**src/rtl/lfsr_pkg.sv**
```systemverilog
// ============================================================================
// Module   : lfsr_pkg
// Brief    : Shared FSM type, maximal-length tap table and feedback helper
//            for the lfsr_gen pattern generator.
// Revision : 1.0 - initial parametrised release
// ============================================================================
`default_nettype none

package lfsr_pkg;

  typedef enum logic [0:0] {
    ST_IDLE = 1'b0,
    ST_RUN  = 1'b1
  } fsm_state_t;

  localparam int unsigned C_MIN_WIDTH = 3;
  localparam int unsigned C_MAX_WIDTH = 32;

  // Masks use the shift-left form: bit i set means state[i] feeds the XOR.
  function automatic logic [31:0] lfsr_default_taps(input int unsigned width);
    logic [31:0] taps;
    case (width)
      3:       taps = 32'h0000_0006;
      4:       taps = 32'h0000_000C;
      5:       taps = 32'h0000_0014;
      6:       taps = 32'h0000_0030;
      7:       taps = 32'h0000_0060;
      8:       taps = 32'h0000_00B8;
      9:       taps = 32'h0000_0110;
      10:      taps = 32'h0000_0240;
      11:      taps = 32'h0000_0500;
      12:      taps = 32'h0000_0829;
      13:      taps = 32'h0000_100D;
      14:      taps = 32'h0000_2015;
      15:      taps = 32'h0000_6000;
      16:      taps = 32'h0000_D008;
      17:      taps = 32'h0001_2000;
      18:      taps = 32'h0002_0400;
      19:      taps = 32'h0004_0023;
      20:      taps = 32'h0009_0000;
      21:      taps = 32'h0014_0000;
      22:      taps = 32'h0030_0000;
      23:      taps = 32'h0042_0000;
      24:      taps = 32'h00E1_0000;
      25:      taps = 32'h0120_0000;
      26:      taps = 32'h0200_0023;
      27:      taps = 32'h0400_0013;
      28:      taps = 32'h0900_0000;
      29:      taps = 32'h1400_0000;
      30:      taps = 32'h2000_0029;
      31:      taps = 32'h4800_0000;
      32:      taps = 32'h8020_0003;
      default: taps = 32'h0000_0000;
    endcase
    return taps;
  endfunction

  function automatic logic lfsr_feedback(input logic [31:0] state,
                                         input logic [31:0] mask);
    return ^(state & mask);
  endfunction

endpackage : lfsr_pkg

`default_nettype wire

```
**src/rtl/lfsr_gen_if.sv**
```systemverilog
// ============================================================================
// Module   : lfsr_gen_if
// Brief    : Control, seed and valid/ready output bundle of lfsr_gen.
// Revision : 1.0 - initial parametrised release
// ============================================================================
`default_nettype none

interface lfsr_gen_if #(
  parameter int WIDTH = 10
);

  logic             start_i;
  logic             stop_i;
  logic             load_i;
  logic [WIDTH-1:0] seed_i;
  logic             ready_i;
  logic [WIDTH-1:0] data_o;
  logic             valid_o;
  logic             wrap_o;
  logic [31:0]      period_o;

  modport master (
    input  start_i, stop_i, load_i, seed_i, ready_i,
    output data_o, valid_o, wrap_o, period_o
  );

  modport slave (
    output start_i, stop_i, load_i, seed_i, ready_i,
    input  data_o, valid_o, wrap_o, period_o
  );

endinterface : lfsr_gen_if

`default_nettype wire

```
**src/rtl/lfsr_gen_core.sv**
```systemverilog
// ============================================================================
// Module   : lfsr_core
// Brief    : Fibonacci LFSR state register with seed load and advance enable.
// Revision : 1.0 - initial parametrised release
// ============================================================================
`default_nettype none

module lfsr_core
  import lfsr_pkg::*;
#(
  parameter int               WIDTH = 10,
  parameter logic [WIDTH-1:0] TAPS  = 10'h240,
  parameter logic [WIDTH-1:0] SEED  = 10'h001
) (
  input  wire logic             clk,
  input  wire logic             rst,
  input  wire logic             load_i,
  input  wire logic [WIDTH-1:0] seed_i,
  input  wire logic             adv_i,
  output logic      [WIDTH-1:0] state_o,
  output logic      [WIDTH-1:0] next_o,
  output logic      [WIDTH-1:0] seed_eff_o
);

  logic [WIDTH-1:0] state_q;
  logic [WIDTH-1:0] state_d;
  logic             w_fb;

  assign w_fb       = lfsr_feedback(32'(state_q), 32'(TAPS));
  assign next_o     = {state_q[WIDTH-2:0], w_fb};
  // An all-zero seed would lock the register, so it is replaced by 1.
  assign seed_eff_o = (seed_i == '0) ? WIDTH'(1) : seed_i;

  always_comb begin
    state_d = state_q;
    if (load_i) begin
      state_d = seed_eff_o;
    end else if (adv_i) begin
      state_d = next_o;
    end
  end

  always_ff @(posedge clk or posedge rst) begin
    if (rst) begin
      state_q <= SEED;
    end else begin
      state_q <= state_d;
    end
  end

  assign state_o = state_q;

endmodule : lfsr_core

`default_nettype wire

```
**src/rtl/lfsr_gen.sv**
```systemverilog
// ============================================================================
// Module   : lfsr_gen
// Brief    : PRBS generator with start/stop FSM, valid/ready output and wrap
//            detection. Macro LFSR_PERIOD_CNT_EN adds the period counter.
// Revision : 1.0 - initial parametrised release
// ============================================================================
`default_nettype none

module lfsr_gen
  import lfsr_pkg::*;
#(
  parameter int               WIDTH = 10,
  parameter logic [WIDTH-1:0] TAPS  = 10'h240,
  parameter logic [WIDTH-1:0] SEED  = 10'h001
) (
  input wire logic   clk,
  input wire logic   rst,
  lfsr_gen_if.master bus
);

  fsm_state_t       state_q;
  fsm_state_t       state_d;
  logic [WIDTH-1:0] ref_q;
  logic             wrap_q;
  logic [WIDTH-1:0] w_state;
  logic [WIDTH-1:0] w_next;
  logic [WIDTH-1:0] w_seed_eff;
  logic             w_valid;
  logic             w_adv;
  logic             w_hit_ref;

  assign w_valid   = (state_q == ST_RUN);
  // A load discards any same-cycle transfer.
  assign w_adv     = w_valid & bus.ready_i & ~bus.load_i;
  assign w_hit_ref = (w_next == ref_q);

  lfsr_core #(
    .WIDTH (WIDTH),
    .TAPS  (TAPS),
    .SEED  (SEED)
  ) u_core (
    .clk        (clk),
    .rst        (rst),
    .load_i     (bus.load_i),
    .seed_i     (bus.seed_i),
    .adv_i      (w_adv),
    .state_o    (w_state),
    .next_o     (w_next),
    .seed_eff_o (w_seed_eff)
  );

  always_comb begin
    state_d = state_q;
    if (!bus.load_i) begin
      case (state_q)
        ST_IDLE: if (bus.start_i && !bus.stop_i) state_d = ST_RUN;
        ST_RUN:  if (bus.stop_i)                 state_d = ST_IDLE;
        default: state_d = ST_IDLE;
      endcase
    end
  end

  always_ff @(posedge clk or posedge rst) begin
    if (rst) begin
      state_q <= ST_IDLE;
      ref_q   <= SEED;
      wrap_q  <= 1'b0;
    end else begin
      state_q <= state_d;
      wrap_q  <= w_adv & w_hit_ref;
      if (bus.load_i) begin
        ref_q <= w_seed_eff;
      end
    end
  end

  assign bus.data_o  = w_state;
  assign bus.valid_o = w_valid;
  assign bus.wrap_o  = wrap_q;

`ifdef LFSR_PERIOD_CNT_EN
  logic [31:0] cnt_q;
  logic [31:0] cnt_d;
  logic [31:0] period_q;
  logic [31:0] period_d;
  logic [31:0] w_cnt_inc;

  assign w_cnt_inc = (cnt_q == '1) ? cnt_q : cnt_q + 32'd1;

  always_comb begin
    cnt_d    = cnt_q;
    period_d = period_q;
    if (bus.load_i) begin
      cnt_d    = '0;
      period_d = '0;
    end else if (w_adv) begin
      if (w_hit_ref) begin
        period_d = w_cnt_inc;
        cnt_d    = '0;
      end else begin
        cnt_d = w_cnt_inc;
      end
    end
  end

  always_ff @(posedge clk or posedge rst) begin
    if (rst) begin
      cnt_q    <= '0;
      period_q <= '0;
    end else begin
      cnt_q    <= cnt_d;
      period_q <= period_d;
    end
  end

  assign bus.period_o = period_q;
`else
  assign bus.period_o = 32'd0;
`endif

endmodule : lfsr_gen

`default_nettype wire

```
**src/flat_wrapper.sv**
```systemverilog
// flat-port wrapper written by rule: the top's interface ports become plain ports
module lfsr_gen_flat import lfsr_pkg::*;
#(
  parameter int               WIDTH = 10,
  parameter logic [WIDTH-1:0] TAPS  = 10'h240,
  parameter logic [WIDTH-1:0] SEED  = 10'h001
)
  (clk, rst, bus_start_i, bus_stop_i, bus_load_i, bus_seed_i, bus_ready_i, bus_data_o, bus_valid_o, bus_wrap_o, bus_period_o);
  lfsr_gen_if #(.WIDTH(WIDTH)) bus_i ();
  input wire logic clk;
  input wire logic rst;
  input wire logic [$bits(bus_i.start_i)-1:0] bus_start_i;
  input wire logic [$bits(bus_i.stop_i)-1:0] bus_stop_i;
  input wire logic [$bits(bus_i.load_i)-1:0] bus_load_i;
  input wire logic [$bits(bus_i.seed_i)-1:0] bus_seed_i;
  input wire logic [$bits(bus_i.ready_i)-1:0] bus_ready_i;
  output wire logic [$bits(bus_i.data_o)-1:0] bus_data_o;
  output wire logic [$bits(bus_i.valid_o)-1:0] bus_valid_o;
  output wire logic [$bits(bus_i.wrap_o)-1:0] bus_wrap_o;
  output wire logic [$bits(bus_i.period_o)-1:0] bus_period_o;
  assign bus_i.start_i = bus_start_i;
  assign bus_i.stop_i = bus_stop_i;
  assign bus_i.load_i = bus_load_i;
  assign bus_i.seed_i = bus_seed_i;
  assign bus_i.ready_i = bus_ready_i;
  assign bus_data_o = bus_i.data_o;
  assign bus_valid_o = bus_i.valid_o;
  assign bus_wrap_o = bus_i.wrap_o;
  assign bus_period_o = bus_i.period_o;
  lfsr_gen #(.WIDTH(WIDTH), .TAPS(TAPS), .SEED(SEED)) u_core (.clk(clk), .rst(rst), .bus(bus_i));
endmodule
```
**config.mk**
```make
export PLATFORM = sky130hd
export DESIGN_NAME = lfsr_gen_flat
export DESIGN_NICKNAME = d
export VERILOG_FILES = /design/src/rtl/lfsr_pkg.sv /design/src/rtl/lfsr_gen_if.sv /design/src/rtl/lfsr_gen_core.sv /design/src/rtl/lfsr_gen.sv /design/src/flat_wrapper.sv
export SDC_FILE = /design/constraint.sdc
export NUM_CORES = 1
export LEC_CHECK = 0
export CAP_MARGIN = 15
export CORE_ASPECT_RATIO = 0.7
export CORE_MARGIN = 4
export CORE_UTILIZATION = 37
export CTS_CLUSTER_DIAMETER = 120
export DETAILED_ROUTE_END_ITERATION = 12
export PLACE_DENSITY = 0.84
export SLEW_MARGIN = 20
export SYNTH_ARGS = -nofsm -noshare
export SYNTH_HDL_FRONTEND = slang
export SYNTH_SLANG_ARGS = --single-unit
```
**constraint.sdc**
```tcl
create_clock -name clk -period 1.5 [get_ports clk]
set_clock_uncertainty 0.15 [all_clocks]
set_input_delay 0.3 -clock clk [delete_from_list [all_inputs] [get_ports clk]]
set_output_delay 0.3 -clock clk [all_outputs]
set_load 0.05 [all_outputs]
```
* Word level (Yosys, flattened, before mapping)
Index checks and enable logic that the tools add are counted.
Word-level totals: register bits 22, input bits 16, output and inout port bits 44, logic and storage cells 21
Cells by class: eq/ne operators 1, mux-type cells 6, bitwise logic cells 5, reduce and logical (&&, ||, !) cells 5
Operators by type and width (number):
- 32-bit parity | 1
- 10-bit two-way mux | 3
- 10-bit equality test | 1
- 10-bit logical NOT | 1
- 1-bit bitwise AND | 3
- 1-bit two-way mux | 2
- 1-bit inverter | 2
- 1-bit one-hot mux with 2 select lines | 1
- 2-bit nonzero test | 1
- 1-bit logical AND | 1
- 1-bit logical NOT | 1

* Logic depth before layout (Yosys ltp)
depth after elaboration 4, gate-level depth with buffers 4, depth with buffers taken out 3

* Cells and area by module
A second synthesis with hierarchy kept.
Second synthesis, totals: cells, all modules 142, area total of the unflattened synthesis 1468.9 um2
By module, submodules not included:
- lfsr_gen | instances 1, cells an instance 75, area each 852.1 um2, sequential area each 301.5 um2
- lfsr_core | instances 1, cells an instance 67, area each 616.8 um2, sequential area each 251.5 um2

* Worst setup path after synthesis
OpenSTA, ideal clock, no wires.
path kind reg2reg, from reg u_core.state_q, in the netlist u_core.bus.valid_o, to reg u_core.wrap_q, in the netlist u_core.bus.wrap_o, library setup time 0.096 ns, arrival 1.495 ns, setup slack -0.241 ns, cell stages (with the launch flop) 4, period minus slack after synthesis 1.741 ns, path through dfrtp_1 nand2_4 or3_1 nor4_2
On the way: word-level cells in the longest chain between the ends 3
Ends and longest elaborated chain:
- from (decl) | line lfsr_gen.sv:21 | fsm_state_t state_q;
- from (signal assigned) | line lfsr_gen.sv:69 | state_q <= state_d;
- 1-bit bitwise AND (2 in series) | line lfsr_gen.sv:34 | assign w_adv = w_valid & bus.ready_i & ~bus.load_i;
- 1-bit bitwise AND | line lfsr_gen.sv:70 | wrap_q <= w_adv & w_hit_ref;
- to (signal assigned) | line lfsr_gen.sv:70
- to (decl) | line lfsr_gen.sv:24 | logic wrap_q;
Every way passes these cells. A chain may end at the register's enable or synchronous reset.

* Worst setup path after layout
from reg u_core.u_core.state_q[6], in the netlist u_core.u_core.state_o[6], to out bus_data_o[6]
RTL lines:
- from (decl) | line lfsr_gen_core.sv:25 | logic [WIDTH-1:0] state_q;
- from (signal assigned) | line lfsr_gen_core.sv:47 | state_q <= state_d;
- to (decl) | line flat_wrapper.sv:17 | output wire logic [$bits(bus_i.data_o)-1:0] bus_data_o;
No word-level cell between the ends.

==> summary.md <==
- sky130_fd_sc_hd__clkbuf_8 — master cell of the clock root buffer
- 191 — number of nets in the layout
- sky130_fd_sc_hd__dfrtp_1 — dominant cell type by area after synthesis
- 0 — overall overflow remaining after global route
- 0.08 ns — clock transition time at the flip-flop clock pins of the worst setup and hold paths
- 2700 µm — total wire length
- flip-flop to primary output — startpoint-to-endpoint class of the critical path
- 0.13 ns — Reg2Reg Setup Slack
- 100% — async set or reset register ratio after synthesis
- buf_4 > buf_12 — Cell Chain, Critical Path
- 4 — cell count of the worst reg-to-reg path
- 927 — count of vias placed by the detailed router
- 9.57 µm² — post-synthesis area per instance
- 1.01 ns — arrival time reported for the critical path endpoint
- 77.9 µm — width of the die
- 0 — number of warnings reported in the yosys synthesis log
- 0 — final count of pins violating max slew
- 43.8% — proportion of synthesized chip area in sequential cells
- 0 — number of antenna violations at the first check in global routing
- 18 — DRC violation total after the first TritonRoute iteration
- 0.0372 ns — Worst Slack Setup Final
- u_core.u_core.state_o[0] — worst flop-to-flop path startpoint
- 0.819 — placer's final routability congestion estimate
- 12.4% — overall track demand over capacity in global routing
- 2 — Clock Tree Buf Depth
- 0.45 ns — Max stage delay on crit path
- 1060 mW/mm² — total power density per cell area
- 286 — # fillers
- flip-flop — launching element type of the critical path
- built — TritonCTS clock tree
- 39.3% — starting density of the core
- sky130_fd_sc_hd__dfrtp_1 — dominant register cell in the synthesized netlist
- primary output — element type at the critical path end
- 27 — buffers added on ports
- 4 — TritonRoute pass-1 iters
- 39.6% — Synth top area share
- flip-flops — critical path's top delay family
- completed — result of the run
- sky130_fd_sc_hd__buf_4 — most instantiated library cell after synthesis
- 0.868 nW — standby leakage power
- 0 — Inserted Diodes
- 1 — depth of the CTS H-tree
- 56.9 µm — die height
- sky130_fd_sc_hd__dfrtp_1, sky130_fd_sc_hd__buf_4, sky130_fd_sc_hd__mux2i_1, sky130_fd_sc_hd__o21ai_0, sky130_fd_sc_hd__xnor2_1 — cells taking the most area after synthesis
- 0.00443 mm² — Die Outline Area
- 0.622 mV — VDD IR-drop max
- 0 — post-route DRC violation count
- no — unrepaired setup endpoints after global routing
- input port to async pin — HP Class
- 4 — maximum fanout count along the critical path
- 0 — hold violation count in the final report
- 54.9% — utilization of the core after routing
- 17 — number of rows in the core area
- 4240 µm — first-pass GRT wire length
- 557 µm² — register cell area after layout
- 20 — Distinct cells, synth
- -0.196 ns — pre-CTS worst setup slack
- 132 — cells after synthesis
- 0 — count of flip-flops with a built-in enable after synthesis
- 22 — Seq cells post-synth
- 12.2 µm — post-DR wirelength/cell
- 60 — number of top-level pins
- 25 — largest net degree at the start of global routing
- sky130_fd_sc_hd__dfrtp_2 — cell with the largest stage delay on the worst path
- 217 — number of cells in the design after placement
- 0 — remaining antenna violation count after routing
- 1.88 mW — final total power
- 22 — Num Clock Sinks
- 4.19 — via density per instance
- 885 — vias in the first global route
- 2220 µm — placed wire-length estimate after detailed placement
- 0.27 ns — clk_lat worst skew
- 39.6% — layout-stage area growth over the synthesis result
- sky130_fd_sc_hd__buf_4, sky130_fd_sc_hd__dfrtp_1, sky130_fd_sc_hd__o21ai_0 — most instantiated cells after synthesis
- u_core.bus.wrap_o — critical register-to-register path endpoint
- 0.684 GHz — Fmax
- 1.46 ns — Final min period
- 0.00321 mm² — core region area
- 0.00126 mm² — summed instance area of the synthesized netlist
- 0 — hold buffer count at CTS
- 1.05 ns — data required time of the worst path
- 221 — Final Instance Count excl. Fillers
- 22.4% — share of cells above drive strength 1
- 0.130 ns — post-route worst hold slack
- 3 — CTS buffer count
- 0 — Finish-stage setup viols
- 534 µm² — area of the multi-input gates
- 97.5% — Tcrit/Tclk final
- 2 — number of buffers and inverters on the critical path
- 0 — max-capacitance violation count
report_power, final:
part           internal, mW  switching (mW)
sequential            0.657          0.0795
combinational         0.280           0.433
clock                 0.234           0.194
cell families after synthesis:
kind of cell	share of synthesized area (%)
flops	43.8
other cells	0.297
mux	7.13
compound gates	10.1
xor+xnor	7.62
simple gates	7.92
buf+inv	23.2
worst reg2reg max path, cell delays in order, from the launching register on:
cell and delay [ns]:
sky130_fd_sc_hd__dfstp_2 0.59, sky130_fd_sc_hd__buf_4 0.13, sky130_fd_sc_hd__xnor2_1 0.14, sky130_fd_sc_hd__nand4_1 0.14, sky130_fd_sc_hd__nor4_2 0.14
placed cells by master, fill, tap and decap left out, types with 2 or more instances in the layout:
| master | count |
|---|---|
| sky130_fd_sc_hd__clkdlybuf4s50_1 | 14 |
| sky130_fd_sc_hd__a21oi_1 | 4 |
| sky130_fd_sc_hd__o21ai_0 | 18 |
| sky130_fd_sc_hd__dfrtp_2 | 3 |
| sky130_fd_sc_hd__conb_1 | 32 |
| sky130_fd_sc_hd__buf_12 | 13 |
| sky130_fd_sc_hd__nand2_1 | 9 |
| sky130_fd_sc_hd__nor4_1 | 2 |
| sky130_fd_sc_hd__dfstp_2 | 2 |
| sky130_fd_sc_hd__xnor2_1 | 10 |
| sky130_fd_sc_hd__nand4_1 | 2 |
| sky130_fd_sc_hd__inv_1 | 11 |
| sky130_fd_sc_hd__clkbuf_8 | 4 |
| sky130_fd_sc_hd__nor2_1 | 3 |
| sky130_fd_sc_hd__mux2i_1 | 9 |
| sky130_fd_sc_hd__dfrtp_1 | 17 |
| sky130_fd_sc_hd__buf_4 | 14 |
registers in the layout, summed over array words and instances (netlist names):
signal	cells
u_core.bus.valid_o	1
u_core.bus.wrap_o	1
u_core.ref_q	10
u_core.u_core.state_o	10
per-stage QoR:
| step | TNS [ns] | instance area, µm² |
|---|---|---|
| 2_1_floorplan | 0 | 1380 |
| 3_3_place_gp | -1.67 | 1710 |
| 3_5_place_dp | -2.10 | 1710 |
| 4_1_cts | 0 | 1760 |
| 5_1_grt | 0 | 1760 |
| 6_report | 0 | 1760 |
routing by layer:
layer / part of all wire (%) / track usage [%]
met1: 44 / 16.6
met2: 46 / 18.0
met3: 7.9 / 5.13
met4: 1.8 / 4.31
met5: 0 / 0
repair_timing:
action	in CTS	in global routing
setup buffers	1	0
gates resized for setup	0	2
gates cloned	0	0
setup endpoints to repair	1	2
pin swaps	0	2
worst max-delay path by stage:
stage	slack, ns	from	end	cells after the start
2_1_floorplan	0.02	u_core.u_core.state_o[6]	u_core.bus.wrap_o	3
3_3_place_gp	-0.17	bus_ready_i	u_core.bus.wrap_o	4
3_5_place_dp	-0.20	bus_seed_i[4]	u_core.u_core.state_o[0]	5
4_1_cts	0.01	u_core.u_core.state_o[6]	bus_data_o[6]	2
5_1_grt	0.004	u_core.u_core.state_o[6]	bus_data_o[6]	2
6_report	0.04	u_core.u_core.state_o[6]	bus_data_o[6]	2
layout make-up:
type,instances,area share (%)
clock buffer,4,3.12
inverter,11,2.34
multi-input combinational,95,30.3
sequential,22,31.6
tap,47,3.33
timing repair buffer,42,29.4
No activity file was read; power rests on OpenSTA's default activity.
